## src/rtl/fft_pkg.sv

```systemverilog
// Shared FFT constants, twiddle address mapping and the elaboration-time
// Q1.(TW_W-1) cosine/sine generator used to fill twiddle ROMs.
package fft_pkg;

    localparam int     N_LOG2_DEF = 7;
    localparam int     TW_W_DEF   = 14;
    localparam int     FRAC       = 30;
    localparam longint PI_FX      = 64'sd3373259426;   // pi in Q2.30

    function automatic logic [31:0] tw_addr(input logic [31:0] j, input logic [31:0] s);
        return j << s;
    endfunction

    // One component of W_N^k = cos(2*pi*k/N) - j*sin(2*pi*k/N), N = 2**n_log2,
    // scaled by 2^(tw_w-1)-1 and rounded half away from zero.
    function automatic int tw_comp(input int k, input int n_log2, input int tw_w, input bit want_im);
        int     kk;
        int     n_half;
        int     n_quarter;
        bit     neg;
        longint th;
        longint th2;
        longint term;
        longint acc;
        longint scaled;
        longint half;
        n_half    = 1 << (n_log2 - 1);
        n_quarter = n_half >> 1;
        kk        = k;
        neg       = want_im;
        if (kk > n_quarter) begin
            kk = n_half - kk;
            if (!want_im) neg = 1'b1;
        end
        th   = (PI_FX * longint'(kk)) >>> (n_log2 - 1);
        th2  = (th * th) >>> FRAC;
        term = want_im ? th : (64'sd1 <<< FRAC);
        acc  = term;
        for (int n = 1; n <= 12; n++) begin
            term = -((term * th2) >>> FRAC) /
                   longint'(want_im ? (2 * n) * (2 * n + 1) : (2 * n - 1) * (2 * n));
            acc  = acc + term;
        end
        half   = 64'sd1 <<< (FRAC - 1);
        scaled = acc * longint'((1 << (tw_w - 1)) - 1);
        if (scaled >= 0) scaled = (scaled + half) >>> FRAC;
        else             scaled = -((-scaled + half) >>> FRAC);
        return int'(neg ? -scaled : scaled);
    endfunction

endpackage

```

## src/rtl/twiddle_rom.sv

```systemverilog
// Registered-read twiddle ROM holding W_N^a (a = 0..DEPTH-1, N = 2**N_LOG2) packed {re, im}.
// Contents are computed at elaboration; INIT_FILE names the matching hex image.
module twiddle_rom
    import fft_pkg::*;
#(
    parameter int DEPTH     = 64,
    parameter int WIDTH     = 28,
    parameter int N_LOG2    = 7,
    parameter     INIT_FILE = "twiddle.hex"
) (
    input  logic                     clk_i,
    input  logic                     rst_ni,
    input  logic                     en_i,
    input  logic [$clog2(DEPTH)-1:0] addr_i,
    output logic [WIDTH-1:0]         rd_o
);
    localparam int CW = WIDTH / 2;

    logic [WIDTH-1:0] tbl [DEPTH];
    logic [WIDTH-1:0] rd_q;

    for (genvar a = 0; a < DEPTH; a++) begin : g_tbl
        localparam int RE = tw_comp(a, N_LOG2, CW, 1'b0);
        localparam int IM = tw_comp(a, N_LOG2, CW, 1'b1);
        assign tbl[a] = {CW'(RE), CW'(IM)};
    end

    always_ff @(posedge clk_i or negedge rst_ni) begin
        if (!rst_ni)   rd_q <= '0;
        else if (en_i) rd_q <= tbl[addr_i];
    end

    assign rd_o = rd_q;

endmodule

```

## src/rtl/twiddle_gen.sv

```systemverilog
// Streaming FFT twiddle source: k = (j << s) mod N/2, two-stage pipeline, latency 2.
// Define TWIDDLE_QUARTER_WAVE_EN to build from an N/4-entry ROM plus a quadrant swap.
module twiddle_gen
    import fft_pkg::*;
#(
    parameter int N_LOG2    = N_LOG2_DEF,
    parameter int TW_W      = TW_W_DEF,
    parameter     INIT_FILE = "twiddle.hex"
) (
    input  logic                      clk,
    input  logic                      rst,
    input  logic                      start,
    input  logic [$clog2(N_LOG2)-1:0] stage_in,
    input  logic                      req_valid,
    output logic                      req_ready,
    output logic                      out_valid,
    input  logic                      out_ready,
    output logic [TW_W-1:0]           tw_re,
    output logic [TW_W-1:0]           tw_im,
    output logic [N_LOG2-2:0]         tw_idx,
    output logic                      last
);
    localparam int KW = N_LOG2 - 1;
    localparam int SW = $clog2(N_LOG2);
`ifdef TWIDDLE_QUARTER_WAVE_EN
    localparam int DEPTH = 1 << (N_LOG2 - 2);
`else
    localparam int DEPTH = 1 << (N_LOG2 - 1);
`endif
    localparam int AW = $clog2(DEPTH);

    logic [KW-1:0]     j_q;
    logic [SW-1:0]     s_q;
    logic [SW-1:0]     s_d;
    logic [KW-1:0]     k_d;
    logic [KW-1:0]     k1_q;
    logic [KW-1:0]     k2_q;
    logic              v1_q;
    logic              v2_q;
    logic              last1_q;
    logic              last2_q;
    logic              en;
    logic              accept;
    logic [2*TW_W-1:0] rom_rd;
    logic [TW_W-1:0]   rom_re;
    logic [TW_W-1:0]   rom_im;

    assign en        = !v2_q || out_ready;
    assign req_ready = en && !start;
    assign accept    = req_valid && req_ready;
    assign s_d       = (32'(stage_in) >= N_LOG2) ? SW'(N_LOG2 - 1) : stage_in;
    assign k_d       = KW'(tw_addr(32'(j_q), 32'(s_q)));

    always_ff @(posedge clk or negedge rst) begin
        if (!rst) begin
            j_q     <= '0;
            s_q     <= '0;
            v1_q    <= 1'b0;
            k1_q    <= '0;
            last1_q <= 1'b0;
            v2_q    <= 1'b0;
            k2_q    <= '0;
            last2_q <= 1'b0;
        end else if (start) begin
            s_q  <= s_d;
            j_q  <= '0;
            v1_q <= 1'b0;
            v2_q <= 1'b0;
        end else if (en) begin
            v1_q    <= accept;
            last1_q <= accept && (&j_q);
            if (accept) begin
                k1_q <= k_d;
                j_q  <= j_q + 1'b1;
            end
            v2_q    <= v1_q;
            k2_q    <= k1_q;
            last2_q <= last1_q;
        end
    end

    twiddle_rom #(
        .DEPTH    (DEPTH),
        .WIDTH    (2 * TW_W),
        .N_LOG2   (N_LOG2),
        .INIT_FILE(INIT_FILE)
    ) u_rom (
        .clk_i (clk),
        .rst_ni(rst),
        .en_i  (en),
        .addr_i(k1_q[AW-1:0]),
        .rd_o  (rom_rd)
    );

    assign rom_re = rom_rd[2*TW_W-1:TW_W];
    assign rom_im = rom_rd[TW_W-1:0];

`ifdef TWIDDLE_QUARTER_WAVE_EN
    logic sel2_q;

    // Only the first quadrant is stored; k >= N/4 is W^(k-N/4) rotated by -j.
    always_ff @(posedge clk or negedge rst) begin
        if (!rst)    sel2_q <= 1'b0;
        else if (en) sel2_q <= k1_q[KW-1];
    end

    assign tw_re = sel2_q ? rom_im : rom_re;
    assign tw_im = sel2_q ? -rom_re : rom_im;
`else
    assign tw_re = rom_re;
    assign tw_im = rom_im;
`endif

    assign out_valid = v2_q;
    assign tw_idx    = k2_q;
    assign last      = last2_q;

endmodule

```

## config.mk

```make
export PLATFORM = sky130hd
export DESIGN_NAME = twiddle_gen
export DESIGN_NICKNAME = d
export VERILOG_FILES = /design/src/rtl/fft_pkg.sv /design/src/rtl/twiddle_rom.sv /design/src/rtl/twiddle_gen.sv
export SDC_FILE = /design/constraint.sdc
export NUM_CORES = 1
export LEC_CHECK = 0
export ABC_CLOCK_PERIOD_IN_PS = 2600
export BUFFER_PORTS_ARGS = -buffer_cell sky130_fd_sc_hd__buf_2
export CORE_MARGIN = 5
export CORE_UTILIZATION = 45
export CTS_BUF_LIST = sky130_fd_sc_hd__clkbuf_16
export CTS_CLUSTER_SIZE = 14
export DETAILED_ROUTE_END_ITERATION = 6
export PLACE_DENSITY = 0.66
export SYNTH_ARGS = -nofsm -noshare
export SYNTH_HDL_FRONTEND = slang
export SYNTH_SLANG_ARGS = --single-unit
```

## constraint.sdc

```tcl
create_clock -name clk -period 2.6 [get_ports clk]
set_input_delay 0.39 -clock clk [delete_from_list [all_inputs] [get_ports clk]]
set_output_delay 0.39 -clock clk [all_outputs]
set_load 0.02 [all_outputs]
```

Word-level counts from Yosys, hierarchy flattened. Memory sizes are Yosys's and may differ from the RTL's. A register that Yosys moved wholly into a read port is not among the register bits. Index checks and enable logic that the tools add are counted.

Flip-flop bits (word level): 25. ROM bits: 1792. Output and inout bits: 37. Memories: 1.

$add $sub $neg: 1. Magnitude comparators: 1. Shift-type cells: 1. Muxes and demuxes: 8. Bitwise logic cells: 2. Reductions and logical operators: 13.

Memory list: (no name shown) (words 64, bits a word 28, read ports 1, clocked after Yosys merged registers in 1, write ports 0, RTL line twiddle_rom.sv:30) `else if (en_i) rd_q <= tbl[addr_i];`.

Operator list (count): 6-bit two-way mux (3); 6-bit NOT with 7-bit output (1); 6-bit by 1-bit adder with 6-bit output (second input constant) (1); 6-bit AND reduction (1); 6-bit by 3-bit << shifter with 6-bit output (1); 1-bit two-way mux (4); 2-bit AND reduction (2); 2-bit nonzero test (2); 3-bit greater-or-equal comparator (second input constant) (1); 1-bit logical AND (3); 1-bit logical NOT (3); 3-bit two-way mux (1); 3-bit AND reduction (1); 1-bit logical OR (1); 1-bit NOT (1).

Logic depth before layout (Yosys ltp).
Depth after elaboration: 7. Gate-level depth with buffers: 9. Gate-level depth less buffers: 6.

Hierarchy. A second synthesis with hierarchy kept.

Cell total of the unflattened synthesis: 486. Area total of the unflattened synthesis: 4359.2 um^2.

Modules (own cells, without submodules): twiddle_rom (times used 1, cells an instance 374, area each 3119.2 um^2, seq. area each 700.7 um^2); twiddle_gen (times used 1, cells an instance 112, area each 1239.9 um^2, seq. area each 625.6 um^2).

Least setup slack after synthesis. OpenSTA, ideal clock, no wires.

Path type: register to register. Start point: register k1_q[1]. End point: register u_rom.rd_q[9] (netlist: u_rom.rd_o[9]). Library setup time: 0.140 ns. Arrival time: 2.334 ns. Slack: 0.126 ns. Cell stages (with the launch flop): 9. Path through: dfrtp_1 > buf_2 > buf_2 > inv_1 > ha_1 > clkbuf_1 > mux4_2 > a211oi_1 > a211oi_1.

Longest elaborated chain between the ends: 1.

RTL lines: from (decl) (RTL line twiddle_gen.sv:36) `logic [KW-1:0] k1_q;`; from (signal assigned) (RTL line twiddle_gen.sv:73) `k1_q <= k_d;`; 6-bit NOT with 7-bit output (implied by the code) (RTL line twiddle_rom.sv:30); to (decl) (RTL line twiddle_rom.sv:20) `logic [WIDTH-1:0] rd_q;`.

Every way passes these cells. A chain may end at the register's enable or synchronous reset.

Worst setup path in the final report.
Start point: register k1_q[0]. End point: register u_rom.rd_q[19] (netlist: u_rom.rd_o[19]).

Same word-level chain as after synthesis.

==> results.toml <==
[status]
outcome = "complete, no violations"

[worst_setup_path]
timing.critical_path.arrival_ns = 2.42
worstPathRequired_ns = 2.81
critical_path.reg2reg.endpoint = "u_rom.rd_o[19]$_DFFE_PN0N_"
critPathLaunch = "k1_q[0]$_DFFE_PN0P_"
ff2ff_setup_slack_ns = 0.39
setup.worst_path.start_class = "flop"
worst_r2r_path_depth = 6
worstReg2RegStart = "k1_q[0]$_DFFE_PN0P_"
timing_worst_setup_path_type = "flop to flop"
critical_path_fanouts_max = 16
endpoint_kind = "flop"

[routing]
total_wirelength_of_the_detailed_routed_design_mm = 13.9
drc = 0
ant_nets = 0
detailroute.wirelength.met2_mm = 6.48
routed_wire_length_per_instance_um = 20.4
drtIter0Drc = 413
drt-met1-wl_mm = 6.15
detail_route.vias_per_cell = 6.34
drt-pass1-iter-count = 5
via_count = 4324
met3_length_um = 962
topRoutingLayerUsed = "met4"

[floorplan]
fp-row-count = 36
core_region_area_um2 = 9640
chipHeight_um = 109
die_area_um2 = 11900
pin_count = 45
die_width_um = 109
floorplan.initialDensity_pct = 45.6

[yosys]
yosys-mux-area-fraction_pct = 6.94
synth_fp_nets = 550
synth-seq-cells = 53
yosysSeqAreaShare_pct = 30.2
ys_async_sr_fraction_pct = 100
postSynthAreaPerCell_um2 = 8.36
ys.flop_type = "dfrtp_1"
netlist-cell-type-count = 73
compound_gate_fraction_of_synth_area_pct = 26.9
syn-instance-count = 526
synthesis.yosys.warnings = 0
synth-simple-area-share_pct = 22.2
synthesis.area_um2 = 4400
synth_edf_count = 0
synth_adder_area_share_pct = 4.78
post_synth_xor_area_fraction_pct = 1.39
dominant_combinational_cell_family_by_area_after_synthesis = "compound AO/OA/AOI/OAI gates"

[cts]
cts_max_path_buffers = 2
tritoncts = "yes"
clock_tree.root_cell = "clkbuf_16"
worst_setup_hold_path_clk_slew_ns = 0.08
cts_buffers = 5
clock_sinks = 53
clk-insertion-delay-late_ns = 0.30
cts_htree_levels = 2
cts_hold_buffers = 0
cts_repair_resize_count = 0
cts_setup_buffers = 0

[grt]
grt.overflow.total = 0
globalRouteTotalUtil_pct = 24.0
grt_first_pass_wirelength_mm = 22.3
grt_antenna_before_repair = 0
largest_net_degree_at_the_start_of_global_routing = 79
grt_pass1_vias = 4045

[sta]
timing.final.ws_setup_ns = 0.390
setup_viol = 0
post-route-min-period_ns = 2.21
setup_tns_ns = 0
setup_repair_after_global_routing_missed_its_margin = "no"
fmax_mhz = 452
worst_pin_slew_ns = 0.701
maxSlewHeadroom_pct = 53.2
final_hold_viol_count = 0
finalMaxSlewViolations = 0
skew_ns = 0.0104
timing.final.crit_share_pct = 85.0

[placed_design]
gp_routability_congestion = 0.990
placement.cell_area_um2 = 4720
dp_hpwl_mm = 9.73
post-place-ws_ns = 0.472
place.port_buffers = 44

[finish]
final_cell_area_um2 = 4860
layout-drive-gt1-share_pct = 20.8
nNetsFinal = 572
area_delta_synth_final_pct = 10.6
diodes = 0
postLayoutCoreUtil_pct = 50.5

[pwr]
internal_power_mw = 1.73
power.switching_fraction_pct = 39.8
power.leakage_nw = 1.99
pwr-share-seq_pct = 36.5
power_frac_clock_pct = 24.5
net-switching-power_mw = 1.14
power_frac_comb_pct = 39.1
ir_worst_vdd_mv = 0.333
power.density_cell_area_nw_per_um2 = 591

[run]
maxCapViolCount = 0

[worst_hold_path]
hp-class = "primary input to asynchronous set/reset pin"
## power by group through the flow
stage          Combinational [mW]  Sequential [mW]  Clock, mW
5_1_grt                      1.22             1.07      0.735
3_3_place_gp                 1.11             1.06          0
6_report                     1.12             1.05      0.703
4_1_cts                      1.11             1.05      0.711
3_5_place_dp                 1.11             1.07          0
2_1_floorplan               0.640             1.20          0
## cells in the final DEF (no fill, tap or decap), types with 3 or more instances in the layout
cell       count
and2_1         9
o22ai_1        4
o21ai_0       25
a311oi_1       6
a21oi_1       33
a32oi_1        3
o211ai_1       6
nor2_1        43
xor2_1         5
nand2b_1      24
nor3b_1        4
o311ai_0       3
o41ai_1        4
inv_1         10
nor4_1         4
nor3_1        19
a31oi_1       11
nand3b_1       3
clkbuf_16      5
or2_2          8
a2111oi_0      5
buf_4         24
o311ai_1       6
ha_1          16
nor2b_1       16
a41oi_1        3
a21o_1         3
dfrtp_1       51
o31ai_1        4
mux2_2        12
a211oi_1      14
o32ai_1        6
nand2_1       42
mux2i_1        8
buf_2         44
nand3_1       11
mux4_2         4
## sequential cells by signal (all words and copies together), names as in the netlist
| signal | count |
|---|---|
| j_q | 6 |
| tw_idx | 6 |
| out_valid | 1 |
| last | 1 |
| u_rom.rd_o | 28 |
| v1_q | 1 |
| s_q | 3 |
| last1_q | 1 |
| k1_q | 6 |
## synthesized netlist by cell type, types with 3 or more instances
cell type  count  share of area (%)
a2111oi_0      5                1.0
a211oi_1      14                2.4
a21o_1         3               0.51
a21oi_1       33                3.8
a311oi_1       6                1.2
a31oi_1       11                1.6
a32oi_1        3               0.60
a41oi_1        3               0.60
and2_1         9                1.3
buf_2         24                2.7
buf_4          4               0.68
buf_6          5                1.3
clkbuf_1      19                1.6
dfrtp_1       53                 30
ha_1          16                4.6
inv_1         10               0.85
mux2_2        12                3.1
mux2i_1        8                1.8
mux4_2         4                2.0
nand2_1       42                3.6
nand2b_1      24                3.4
nand3_1       11                1.3
nand3b_1       3               0.51
nor2_1        43                3.7
nor2b_1       16                2.3
nor3_1        19                2.2
nor3b_1        4               0.68
nor4_1         4               0.57
o211ai_1       6                1.0
o21ai_0       25                2.8
o22ai_1        4               0.57
o311ai_0       3               0.60
o311ai_1       6                1.2
o31ai_1        4               0.68
o32ai_1        6                1.2
o41ai_1        4               0.80
or2_2          8                1.1
xor2_1         5                1.0
## stage by stage
step	hold WS, ns	power [mW]	std cells
detailed placement	0.473	2.18	674
global placement	0.460	2.17	674
global route	0.283	3.02	682
CTS	0.252	2.88	682
floorplan	0.0944	1.84	526
finish	0.204	2.88	682
## worst max path at each step
stage                            endpoint  cells past startpoint
6_report       u_rom.rd_o[19]$_DFFE_PN0N_                      6
5_1_grt        u_rom.rd_o[23]$_DFFE_PN0N_                      6
4_1_cts        u_rom.rd_o[19]$_DFFE_PN0N_                      6
3_5_place_dp   u_rom.rd_o[19]$_DFFE_PN0N_                      6
3_3_place_gp   u_rom.rd_o[19]$_DFFE_PN0N_                      6
2_1_floorplan   u_rom.rd_o[9]$_DFFE_PN0N_                      8
## cell families after synthesis
kind of cell,count (synthesis)
simple gates,193
buf+inv,67
fa+ha+maj,17
xor+xnor,7
flops,53
compound gates,165
mux,24
## worst max-delay path, stage by stage, from the launching register on
cell and delay [ns]:
dfrtp_1 0.39, inv_1 0.12, ha_1 0.55, and2_1 0.25, o311ai_1 0.48, a211oi_1 0.10
a211oi_1 0.22
## per-layer routing
layer	GRT usage, %	up-vias
met1	33.9	2083
li1	-	1995
met4	6.76	0
met2	38.2	219
met3	3.20	27
met5	0	-
## area by class of cell
| type | count | area (µm²) |
|---|---|---|
| Multi-Input combinational cell | 406 | 2740 |
| Fill cell | 953 | 4780 |
| Clock buffer | 5 | 125 |
| Sequential cell | 53 | 1330 |
| Inverter | 12 | 45.0 |
| Clock inverter | 3 | 21.3 |
| Timing Repair Buffer | 70 | 440 |
| Tap cell | 133 | 166 |
Note: power is estimated with default switching activity, not from simulation.
